[src/rtl/mem_ctrl.sv]
// Byte-serial memory controller: arbitrates instruction-fetch and load/store word
// requests onto the 8-bit synchronous RAM/IO bus, with IO back-pressure, pause and flush.
module mem_ctrl #(
  parameter int RAM_ADDR_WIDTH = 17
) (
  input  logic        clk,
  input  logic        rst,
  input  logic        rdy_in,
  input  logic        flush,
  input  logic        if_req,
  input  logic [31:0] if_addr,
  output logic        if_done,
  output logic [31:0] if_data,
  input  logic        d_req,
  input  logic        d_we,
  input  logic [1:0]  d_size,
  input  logic [31:0] d_addr,
  input  logic [31:0] d_wdata,
  output logic        d_done,
  output logic [31:0] d_rdata,
  input  logic [7:0]  mem_din,
  output logic [7:0]  mem_dout,
  output logic [31:0] mem_a,
  output logic        mem_wr,
  input  logic        io_buffer_full
);

  typedef enum logic [1:0] {IDLE, READ, WRITE} state_t;

  state_t      state, state_nx;
  logic [31:0] base, base_nx;
  logic [2:0]  len, len_nx;
  logic [2:0]  issue, issue_nx;
  logic [2:0]  cap, cap_nx;
  logic        is_if, is_if_nx;
  logic [31:0] wdata, wdata_nx;
  logic [31:0] buffer, buffer_nx;
  logic        pend, pend_nx;
  logic        if_done_q, if_done_nx;
  logic        d_done_q, d_done_nx;
  logic [31:0] if_data_nx, d_rdata_nx;

  logic [31:0] cur_addr;
  logic        cur_io;
  logic        rd_issue;
  logic        wr_issue;

  assign cur_addr = base + {29'b0, issue};
  assign cur_io   = (cur_addr[RAM_ADDR_WIDTH -: 2] == 2'b11);
  assign rd_issue = (state == READ) && (issue < len) && rdy_in;
  assign wr_issue = (state == WRITE) && (issue < len) && rdy_in && !(cur_io && io_buffer_full);

  // Bus is parked at address 0 whenever nothing is issued, so an IO address never lingers.
  assign mem_a    = (rd_issue || wr_issue) ? cur_addr : 32'h0;
  assign mem_wr   = wr_issue;
  assign mem_dout = wr_issue ? wdata[{issue[1:0], 3'b000} +: 8] : 8'h00;

  // A done pulse raised while paused is held and presented once the bus resumes.
  assign if_done = if_done_q && rdy_in;
  assign d_done  = d_done_q && rdy_in;

  always_ff @(posedge clk) begin
    if (rst) begin
      state     <= IDLE;
      base      <= 32'h0;
      len       <= 3'd0;
      issue     <= 3'd0;
      cap       <= 3'd0;
      is_if     <= 1'b0;
      wdata     <= 32'h0;
      buffer    <= 32'h0;
      pend      <= 1'b0;
      if_done_q <= 1'b0;
      d_done_q  <= 1'b0;
      if_data   <= 32'h0;
      d_rdata   <= 32'h0;
    end else begin
      state     <= state_nx;
      base      <= base_nx;
      len       <= len_nx;
      issue     <= issue_nx;
      cap       <= cap_nx;
      is_if     <= is_if_nx;
      wdata     <= wdata_nx;
      buffer    <= buffer_nx;
      pend      <= pend_nx;
      if_done_q <= if_done_nx;
      d_done_q  <= d_done_nx;
      if_data   <= if_data_nx;
      d_rdata   <= d_rdata_nx;
    end
  end

  always_comb begin
    state_nx   = state;
    base_nx    = base;
    len_nx     = len;
    issue_nx   = issue;
    cap_nx     = cap;
    is_if_nx   = is_if;
    wdata_nx   = wdata;
    buffer_nx  = buffer;
    pend_nx    = rd_issue;
    if_done_nx = if_done_q;
    d_done_nx  = d_done_q;
    if_data_nx = if_data;
    d_rdata_nx = d_rdata;

    if (rdy_in) begin
      if_done_nx = 1'b0;
      d_done_nx  = 1'b0;
    end
    if (flush) if_done_nx = 1'b0;

    case (state)
      IDLE: begin
        if (rdy_in && !if_done_q && !d_done_q) begin
          if (d_req) begin
            state_nx  = d_we ? WRITE : READ;
            is_if_nx  = 1'b0;
            base_nx   = d_addr;
            len_nx    = (d_size == 2'd0) ? 3'd1 : (d_size == 2'd1) ? 3'd2 : 3'd4;
            wdata_nx  = d_wdata;
            issue_nx  = 3'd0;
            cap_nx    = 3'd0;
            buffer_nx = 32'h0;
          end else if (if_req && !flush) begin
            state_nx  = READ;
            is_if_nx  = 1'b1;
            base_nx   = if_addr;
            len_nx    = 3'd4;
            issue_nx  = 3'd0;
            cap_nx    = 3'd0;
            buffer_nx = 32'h0;
          end
        end
      end

      READ: begin
        if (flush && is_if) begin
          state_nx = IDLE;
          pend_nx  = 1'b0;
        end else if (!rdy_in) begin
          // Bytes in flight during a pause are lost; restart at the first uncaptured one.
          issue_nx = cap;
        end else begin
          if (rd_issue) issue_nx = issue + 3'd1;
          if (pend) begin
            buffer_nx[{cap[1:0], 3'b000} +: 8] = mem_din;
            cap_nx = cap + 3'd1;
            if (cap + 3'd1 == len) begin
              state_nx = IDLE;
              pend_nx  = 1'b0;
              if (is_if) begin
                if_done_nx = 1'b1;
                if_data_nx = buffer_nx;
              end else begin
                d_done_nx  = 1'b1;
                d_rdata_nx = buffer_nx;
              end
            end
          end
        end
      end

      WRITE: begin
        if (wr_issue) begin
          issue_nx = issue + 3'd1;
          if (issue + 3'd1 == len) begin
            state_nx  = IDLE;
            d_done_nx = 1'b1;
          end
        end
      end

      default: state_nx = IDLE;
    endcase
  end

endmodule

[config.mk]
export PLATFORM = sky130hd
export DESIGN_NAME = mem_ctrl
export DESIGN_NICKNAME = d
export VERILOG_FILES = /design/src/rtl/mem_ctrl.sv
export SDC_FILE = /design/constraint.sdc
export NUM_CORES = 1
export LEC_CHECK = 0
export CELL_PAD_IN_SITES_DETAIL_PLACEMENT = 0
export CELL_PAD_IN_SITES_GLOBAL_PLACEMENT = 1
export CORE_UTILIZATION = 32
export DETAILED_ROUTE_END_ITERATION = 16
export GPL_TIMING_DRIVEN = 0
export MAX_ROUTING_LAYER = met4
export PLACE_DENSITY_LB_ADDON = 0.1
export SLEW_MARGIN = 20
export SYNTH_ARGS = -nofsm -noshare
export SYNTH_HDL_FRONTEND = slang
export SYNTH_SLANG_ARGS = --single-unit
[constraint.sdc]
create_clock -name clk -period 2.86 [get_ports clk]
set_input_delay 0.715 -clock clk [delete_from_list [all_inputs] [get_ports clk]]
set_output_delay 0.715 -clock clk [all_outputs]
set_load 0.005 [all_outputs]
==> flow_summary_export.csv, run 1 <==
group,metric,value,unit
route,drc,0,
die,row_count,58,
layout,syn2layout_area_growth,45.23,%
setup_path,worst-path-max-fanout,5,
setup_path,critPathKind,"reg -> out",
route,avgRoutedWirePerCell,16.96,um
power,intPower,4.441,mW
die,chipHeight,164.2,um
placed_design,postPlaceCellArea,0.01110,sq mm
setup_path,critPathLaunchType,"register",
layout,fin_area,0.01223,sq mm
timing,setup_ws,-0.8085,ns
power,cellPowerDensity,546.9,mW/mm^2
global_routing,grt_antenna_before_repair,0,
synthesis,synth_cell_type_count,54,
layout,drive_above_1_share,17.13,%
min_path,worstHoldPathType,"reg -> reg",
clock_network,cts_tree,"built",
timing,rsz0062_at_grt,"yes",
synthesis,netlist.area_leader.share,41.62,%
layout,diodes,0,
synthesis,avgSynthCellArea,8.410,sq um
timing,hold_viol,0,
layout,fill_cells,2551,
layout,ff_latch_area,0.003532,sq mm
placed_design,numPortBuffers,218,
route,drt_wl_total,27480,um
clock_network,cts_made_buffers,17,
power,p_comb_share,24.0,%
synthesis,syn_inst,1001,
min_path,min_path_cells,2,
power,irDropWorstVdd,0.3321,mV
synthesis,synth-edff-count,0,
power,switching_share,33.57,%
die,design.die.area,0.02696,sq mm
synthesis,synthesis.nets,1133,
synthesis,yosys.area.top_type,"dfxtp_1",
power,p_clk_share,34.8,%
clock_network,h-tree-depth,4,
global_routing,grt_max_degree,18,
global_routing,grt_usage,21.19,%
timing,worst_pin_slew,0.7740,ns
die,coreArea,0.02547,sq mm
route,vias,8067,
clock_network,cts_sinks,175,
clock_network,clkTransAtPathRegs,0.07,ns
global_routing,grt_overflow,0,
run_status,violations,"negative setup slack",
route,ant_nets,0,
clock_network,clock_latency,0.43,ns
synthesis,ys.flop_type,"dfxtp_1",
timing,relSlewSlack,48.40,%
clock_network,clk_path_buf_depth,2,
die,ios,221,
power,finalPower,6.686,mW
synthesis,ys_top_cells_by_area,"dfxtp_1 42%, a211oi_1 8.8%, a21oi_1 6.5%, nand2_1 5.5%, nor2_1 5.2%",
timing,setup_viol,72,
synthesis,synth_seq_cells,175,
layout,multi_input_area,0.004825,sq mm
power,switchingPower,2.245,mW
route,dr.pass1.iters,5,
layout,layout.nets,1409,
synthesis,async_reset_ff_share,0,%
synthesis,ys_seq_area_share,41.62,%
setup_path,cp.required,2.14,ns
timing,fin_skew,0.01110,ns
global_routing,first_global_vias,7718,
layout,final_cells,1620,
setup_path,endpoint_kind,"primary output",
flow_run,drv_cap,0,
power,p_seq_share,41.2,%
global_routing,grt_pass1_wl,42530,um
timing,fmax,272.6,MHz
placed_design,dpl.hpwl,20020,um
clock_network,clockRootBuffer,"clkbuf_16",
setup_path,cp.arrival,2.95,ns
timing,layout_worst_path_cycle_share,128.3,%
power,leakagePower,4.296,nW
die,die_x,164.2,um
setup_path,rr_worst_depth,8,
die,start_util,33.05,%
placed_design,routabilityCongestion,0.7845,
run_status,status,"finished, violations left",
placed_design,place_inst,1549,
synthesis,ys_warn_count,0,
route,drt_iter0_drc,462,
timing,period_needed,3.668,ns
timing,finalMaxSlewViolations,0,
synthesis,syn-cell-area,0.008418,sq mm
route,viasPerCell,4.980,
synthesized netlist by cell type (16+ instances only):
| master | n |
|---|---|
| nor2_1 | 117 |
| dfxtp_1 | 175 |
| xor2_1 | 20 |
| ha_1 | 17 |
| mux2i_1 | 35 |
| nor2b_1 | 35 |
| a21oi_1 | 109 |
| a211oi_1 | 99 |
| or3_1 | 33 |
| nand2_1 | 123 |
| xnor2_1 | 16 |
| nor2_2 | 30 |
| clkbuf_1 | 58 |
kinds of logic (layout without fill, tap and decap cells):
logic type | Yosys count | count (layout) | share of synthesized area [%]
muxes | 43 | 43 | 6.302
AOI/OAI and AO/OA | 232 | 232 | 17.41
DFF | 175 | 175 | 41.62
xor gates and xnor gates | 36 | 36 | 3.746
buffers and inverters | 85 | 374 | 4.176
and+or+nand+nor | 412 | 412 | 23.99
adders and majority gates | 18 | 18 | 2.765
power groups by stage:
stage / sequential (mW) / clock, mW / combinational [mW]
final: 2.76 / 2.33 / 1.60
after global routing: 2.78 / 2.47 / 1.76
after CTS: 2.75 / 2.36 / 1.55
after detailed placement: 2.79 / 0 / 1.49
after global placement: 2.79 / 0 / 1.49
after floorplan: 2.76 / 0 / 0.938
timing repair:
item                                    CTS  global route
resized for setup                       240            47
setup buffers                            29            11
endpoints found under the hold margin     0             0
endpoints found under the setup margin  177           141
hold buffers                              0             0
pin swaps                                33            14
sequential cells by signal, indices dropped and copies added, names as in the netlist:
name       cells
base          32
if_done_q      1
state          2
pend           1
d_rdata       32
issue          3
is_if          1
len            3
buffer        32
wdata         32
cap            3
d_done_q       1
if_data       32
metrics by stage:
step	hold slack, ns	TNS, ns	utilization (%)	setup slack [ns]
2_1_floorplan	0.4273	-1.528	-	-0.05411
3_3_place_gp	0.4325	-140.36	43.56	-1.247
3_5_place_dp	0.4384	-144.18	43.58	-1.267
5_1_grt	0.4645	-50.68	48.00	-0.8981
6_report	0.4467	-39.60	48.00	-0.8085
4_1_cts	0.4483	-45.71	47.06	-0.9406
layout make-up:
type                       count  share of cell area (%)
timing repair buffer         258                   20.36
buffer                        71                   2.722
clock buffer                  17                   3.480
inverter                      13                  0.4503
sequential                   175                   28.89
clock inverter                15                   1.259
multi-input combinational    741                   39.46
tap                          330                   3.377
worst paths after layout:
| path | from | endpoint | slack, ns |
|---|---|---|---|
| hold / removal | buffer[29] | buffer[29] | 0.45 |
| setup / recovery | issue[2] | mem_a[31] | -0.81 |
| setup reg to reg | cap[0] | d_rdata[30] | -0.46 |
| hold reg to reg | buffer[29] | buffer[29] | 0.45 |
metal layers:
layer  vias up  routed length [um]  global-route usage [%]
li1       4053                   -                       -
met1      3772               13860                   29.79
met2       219               11870                   31.26
met3        23                1394                   3.182
met4         0                 354                   5.892
met5         -                   0                       -
critical path, cell delays in order (launching register included):
cell and delay [ns]:
dfxtp_4 0.36, ha_4 0.32, nand3_2 0.10, a21o_4 0.22, o31a_1 0.25, or2_1 0.22
a311o_1 0.33, inv_4 0.10, nor2_4 0.06, buf_12 0.14, buf_12 0.13, buf_6 0.12
nor2_4 0.07, buf_6 0.10
placed cells by master (no fill, tap or decap), types with 10 or more instances in the layout:
| cell | instances |
|---|---|
| clkdlybuf4s50_1 | 176 |
| dfxtp_1 | 164 |
| nand2_1 | 122 |
| nor2_1 | 116 |
| a21oi_1 | 107 |
| a211oi_1 | 99 |
| clkbuf_1 | 46 |
| nor2b_1 | 35 |
| mux2i_1 | 35 |
| or3_1 | 33 |
| buf_6 | 32 |
| buf_2 | 28 |
| xor2_1 | 20 |
| buf_4 | 18 |
| nor2_4 | 17 |
| clkbuf_16 | 17 |
| nor2_2 | 15 |
| xnor2_1 | 15 |
| ha_1 | 14 |
| clkbuf_2 | 12 |
| nand3_1 | 11 |
| inv_1 | 10 |
Note: power is estimated with default switching activity, not from simulation.
==> inputs of run 2 (changes only) <==
--- a/config.mk
+++ b/config.mk
@@ -7,12 +7,12 @@
 export LEC_CHECK = 0
 export CELL_PAD_IN_SITES_DETAIL_PLACEMENT = 0
 export CELL_PAD_IN_SITES_GLOBAL_PLACEMENT = 1
-export CORE_UTILIZATION = 32
+export CORE_UTILIZATION = 36
 export DETAILED_ROUTE_END_ITERATION = 16
 export GPL_TIMING_DRIVEN = 0
 export MAX_ROUTING_LAYER = met4
 export PLACE_DENSITY_LB_ADDON = 0.1
-export SLEW_MARGIN = 20
+export SLEW_MARGIN = 15
 export SYNTH_ARGS = -nofsm -noshare
 export SYNTH_HDL_FRONTEND = slang
 export SYNTH_SLANG_ARGS = --single-unit
==> constraint.sdc (replaced) <==
create_clock -name clk -period 4.1 [get_ports clk]
set_input_delay 1.025 -clock clk [delete_from_list [all_inputs] [get_ports clk]]
set_output_delay 1.025 -clock clk [all_outputs]
set_load 0.005 [all_outputs]
==> run 2 against run 1 <==
  * The flow now finishes without violations
  * Critical path depth is 1 lower
  * Clock power is 29% lower
  * Setup slack better by 0.90 ns
  * Sequential power is 30% lower
  * Flip-flop and latch count stayed put
  * Sequential share of layout area is 0.83 points higher
  * Clock-buffer cell count is 2 higher
  * Cell count is 2.4% lower
  * Via count is 1.0% lower
==> flow_summary_export.csv, run 2 (same netlist as run 1, synthesis figures left out) <==
group,metric,value,unit
run_status,status,"completed",
power,cellPowerDensity,390.8,mW/mm^2
layout,final_common_cell,"clkdlybuf4s50_1",
layout,fill_cells,2205,
power,switchingPower,1.534,mW
clock_network,cts_tree,"built",
timing,finalMaxSlewViolations,0,
timing,fin_skew,0.01552,ns
timing,hold_viol,0,
global_routing,grt_overflow,0,
layout,syn2layout_area_growth,40.76,%
placed_design,routabilityCongestion,0.8054,
power,switching_share,33.12,%
global_routing,grt_usage,23.15,%
clock_network,clk_path_buf_depth,2,
die,chipHeight,154.9,um
route,viasPerCell,5.050,
timing,setup_viol,0,
route,ant_nets,0,
global_routing,first_global_vias,7684,
clock_network,clock_latency,0.44,ns
clock_network,cts_sinks,175,
layout,multi_input_area,0.004687,sq mm
global_routing,grt_antenna_before_repair,0,
die,design.die.area,0.02400,sq mm
route,drc,0,
timing,setup-tns-final,0,ns
power,irDropWorstVdd,0.2330,mV
layout,diodes,0,
flow_run,drv_cap,0,
setup_path,critPathLaunchType,"register",
die,start_util,36.96,%
route,avgRoutedWirePerCell,16.74,um
route,dr.pass1.iters,5,
timing,relSlewSlack,28.84,%
route,drt_wl_total,26470,um
min_path,worstHoldPathType,"reg -> reg",
placed_design,numPortBuffers,218,
die,coreArea,0.02278,sq mm
global_routing,grt_max_degree,18,
global_routing,grt_pass1_wl,41880,um
setup_path,endpoint_kind,"primary output",
setup_path,r2r_start,"cap[0]",
timing,period_needed,4.012,ns
power,p_seq_share,41.5,%
power,p_clk_share,35.8,%
layout,layout.nets,1387,
clock_network,clkTransAtPathRegs,0.07,ns
power,p_comb_share,22.7,%
setup_path,critPathKind,"reg -> out",
timing,layout_worst_path_cycle_share,97.85,%
clock_network,cts_made_buffers,17,
route,drt_iter0_drc,428,
layout,layout_common_cells,"177 x clkdlybuf4s50_1, 164 x dfxtp_1, 123 x nand2_1",
min_path,hp-start,"buffer[25]",
timing,holdWs,0.4461,ns
setup_path,cp.arrival,2.99,ns
power,intPower,3.097,mW
setup_path,worst-path-max-fanout,10,
timing,fmax,249.3,MHz
setup_path,cp.required,3.07,ns
power,leakagePower,4.270,nW
clock_network,h-tree-depth,4,
setup_path,crit_path_start,"base[1]",
clock_network,cts_hold_buf,0,
timing,worst_pin_slew,1.059,ns
die,row_count,55,
die,die_x,154.9,um
route,vias,7984,
die,ios,221,
placed_design,dpl.hpwl,19180,um
clock_network,clockRootBuffer,"clkbuf_16",
layout,ff_latch_area,0.003522,sq mm
layout,drive_above_1_share,11.67,%
[run 2: cell count changes in the layout (fill, tap and decap cells not counted), moves of 11 or more]
| cell | change |
|---|---|
| dlygate4sd2_1 | +19 |
| clkbuf_1 | +11 |
| nor2_4 | -15 |
| nor2_2 | +14 |
| buf_2 | -24 |
| buf_6 | -30 |
[run 2: worst max-delay path, stage by stage (launching register included)]
cell	delay (ns)
dfxtp_2	0.34
ha_1	0.30
nand3_2	0.09
a21o_2	0.20
buf_6	0.14
o31a_1	0.26
or2_1	0.23
a311o_1	0.33
inv_4	0.10
nor2_4	0.06
buf_8	0.16
nor2_2	0.11
dlygate4sd2_1	0.24
[run 2: power by group through the flow]
stage               registers, mW  logic [mW]  clock network (mW)
finish                       1.92        1.05                1.66
global route                 1.94        1.17                1.76
CTS                          1.91        1.04                1.69
detailed placement           1.95        1.02                   0
global placement             1.95        1.01                   0
floorplan                    1.92       0.639                   0
[run 2: metrics by stage]
step                      utilization, %  total power, mW  cells  worst slack, ns  instance area [sq um]
after global routing               52.02            4.870   1581         -0.01449                  11850
final                              52.02            4.630   1581          0.08833                  11850
after floorplan                        -            2.561   1001           0.7341                   8418
after global placement             48.26            2.961   1532          -0.3253                  10990
after detailed placement           48.28            2.968   1532          -0.3185                  11000
after CTS                          51.58            4.648   1574          -0.1114                  11750
[run 2: path summary, 6_finish.rpt]
kind	endpoint	slack [ns]	cells past startpoint
min	buffer[25]	0.45	2
max	mem_a[30]	0.09	12
max reg2reg	d_rdata[1]	0.58	9
min reg2reg	buffer[25]	0.45	2
[run 2: layout make-up]
type / instances / share of cell area, %
multi-input cells: 741 / 39.56
repair buffers: 235 / 19.27
inverters: 13 / 0.4329
plain buffers: 72 / 2.703
well taps: 313 / 3.305
clock buffers: 19 / 3.823
flip-flops and latches: 175 / 29.73
clock inverters: 13 / 1.183
[run 2: metal layers]
metal,vias up,share of wire (%),track usage [%]
li1,4007,-,-
met1,3723,49,31.56
met2,234,44,35.39
met3,20,5.9,4.234
met4,0,1.2,5.563
met5,-,0,-
[run 2: repair_timing]
action,4_1_cts,5_1_grt
endpoints found under the setup margin,41,40
cloned,1,0
buffers inserted,9,7
pin swaps,6,2
gates resized for setup,59,48
==> inputs of run 3 (changes only) <==
--- a/config.mk
+++ b/config.mk
@@ -7,7 +7,8 @@
 export LEC_CHECK = 0
 export CELL_PAD_IN_SITES_DETAIL_PLACEMENT = 0
 export CELL_PAD_IN_SITES_GLOBAL_PLACEMENT = 1
-export CORE_UTILIZATION = 36
+export CORE_UTILIZATION = 37
+export CTS_BUF_LIST = sky130_fd_sc_hd__clkbuf_8
 export DETAILED_ROUTE_END_ITERATION = 16
 export GPL_TIMING_DRIVEN = 0
 export MAX_ROUTING_LAYER = met4
==> run 3 against run 2 <==
  * Power down 7.2%
  * Die area is 2.7% lower
  * Wire length rose by 0.18%
  * Cell count shrank 1.7%
  * Register-to-register slack lost 0.11 ns
  * Cell area decreased by 2.3%
  * Combinational power is essentially flat
  * Non-clock buffer count increased by 6
  * Clock-buffer cell count shrank 1
  * Clock power fell by 21%
  * Critical path depth did not move
  * Sequential share of layout area is 0.78 points higher
  * Critical path type unchanged
  * Largest power group unchanged
==> flow_summary_export.csv, run 3 (same netlist as run 1, synthesis figures left out) <==
group,metric,value,unit
timing,setup-tns-final,0,ns
setup_path,cp.arrival,3.07,ns
layout,syn2layout_area_growth,37.51,%
setup_path,crit_chain,"ha_4 > a21oi_2 > a21o_4 > o31a_1 > or2_1 > a311o_1 > inv_4 > nor2_4 > buf_8 > buf_4 > nor2_2 > buf_2",
global_routing,first_global_vias,7749,
placed_design,numPortBuffers,218,
global_routing,grt_pass1_wl,42060,um
layout,diodes,0,
clock_network,h-tree-depth,4,
timing,fin_skew,0.01318,ns
timing,layout_worst_path_cycle_share,99.78,%
clock_network,cts_made_buffers,17,
timing,worst_pin_slew,1.068,ns
placed_design,routabilityCongestion,0.8133,
timing,setup_viol,0,
setup_path,endpoint_kind,"primary output",
layout,layout.nets,1393,
die,coreArea,0.02209,sq mm
setup_path,cp.required,3.07,ns
placed_design,dpl.hpwl,19050,um
layout,layout_common_cells,"177 x clkdlybuf4s50_1, 163 x dfxtp_1, 122 x nand2_1",
clock_network,clkTransAtPathRegs,0.09,ns
die,row_count,54,
setup_path,cpMaxStageDelayCell,"a311o_1",
timing,hold_viol,0,
global_routing,grt_max_degree,17,
layout,fill_cells,2137,
global_routing,grt_overflow,0,
clock_network,clk_path_buf_depth,2,
clock_network,cts_hold_buf,0,
setup_path,worst-path-max-fanout,5,
die,start_util,38.10,%
route,avgRoutedWirePerCell,17.06,um
run_status,status,"completed",
route,viasPerCell,5.164,
flow_run,drv_cap,0,
timing,relSlewSlack,28.24,%
route,drc,0,
setup_path,critPathLaunchType,"register",
min_path,worstHoldPathType,"reg -> reg",
timing,period_needed,4.091,ns
die,design.die.area,0.02336,sq mm
timing,rsz0062_at_grt,"yes",
route,ant_nets,0,
power,irDropWorstVdd,0.2234,mV
route,vias,8025,
die,die_x,152.8,um
route,dr.pass1.iters,4,
power,leakagePower,4.047,nW
power,cellPowerDensity,371.1,mW/mm^2
die,chipHeight,152.8,um
layout,final_common_cell,"clkdlybuf4s50_1",
timing,holdWs,0.4497,ns
clock_network,clockRootBuffer,"clkbuf_8",
clock_network,cts_sinks,175,
timing,finalMaxSlewViolations,0,
clock_network,cts_tree,"built",
timing,fmax,244.4,MHz
global_routing,grt_usage,23.48,%
route,drt_iter0_drc,427,
setup_path,max_stage_delay,0.42,ns
clock_network,clock_latency,0.47,ns
global_routing,grt_antenna_before_repair,0,
die,ios,221,
setup_path,critPathKind,"reg -> out",
layout,drive_above_1_share,14.44,%
route,drt_wl_total,26510,um
-- run 3: cell count changes in the layout (fill, tap and decap cells not counted), sizes merged, moves of 3 or more --
cell          change
buf              +26
dlygate4sd2      -20
dlymetal6s2s      -7
clkbuf            +6
clkinv            +4
clkinvlp          -3
-- run 3: where the power goes --
part           internal, mW  switching, mW  leakage (nW)
Sequential             1.81          0.109          1.43
Clock                 0.632          0.677         0.221
Combinational         0.394          0.672          2.40
-- run 3: worst max-delay path, delay by kind of cell, from the launching register on --
kind / cells / cell delay [ns]
AOI/OAI and AO/OA: 4 / 1.02
adders and majority gates: 1 / 0.30
DFF: 1 / 0.37
and+or+nand+nor: 3 / 0.40
buffers and inverters: 4 / 0.50
-- run 3: per-layer routing --
metal  part of all wire, %  track usage (%)  wire, um
met3                   4.3            3.544      1151
met1                    50            31.84     13130
met5                     0                -         0
met4                   1.4            6.349       370
met2                    45            36.30     11860
-- run 3: final cells by class --
| cell class | count | area, sq um | area share (%) |
|---|---|---|---|
| multi-input combinational | 741 | 4715 | 40.73 |
| sequential | 175 | 3531 | 30.50 |
| timing repair buffer | 242 | 2197 | 18.98 |
| tap | 280 | 350.3 | 3.026 |
| buffer | 71 | 304.0 | 2.626 |
| clock buffer | 18 | 247.7 | 2.140 |
| clock inverter | 14 | 180.2 | 1.556 |
| inverter | 13 | 51.30 | 0.4431 |
-- run 3: what timing repair did --
action | 4_1_cts | 5_1_grt
buffers inserted | 17 | 7
pin swaps | 10 | 5
resized for setup | 121 | 77
gates cloned | 0 | 0
endpoints found under the setup margin | 41 | 21
-- run 3: worst paths after layout --
path | start | to | slack, ns | cells after the start
hold / removal | buffer[26] | buffer[26] | 0.45 | 2
setup / recovery | issue[2] | mem_a[25] | 0.009 | 12
hold reg to reg | buffer[26] | buffer[26] | 0.45 | 2
setup reg to reg | cap[0] | d_rdata[0] | 0.47 | 9
-- run 3: metrics by stage --
stage / std cells / power, mW / instance area, sq um / worst slack (ns) / utilization, %
5_1_grt: 1554 / 4.521 / 11580 / -0.09291 / 52.40
2_1_floorplan: 1001 / 2.561 / 8418 / 0.7341 / -
6_report: 1554 / 4.295 / 11580 / 0.009053 / 52.40
4_1_cts: 1547 / 4.310 / 11560 / 0.007240 / 52.33
3_3_place_gp: 1499 / 2.957 / 10950 / -0.3081 / 49.56
3_5_place_dp: 1499 / 2.966 / 10960 / -0.3514 / 49.59
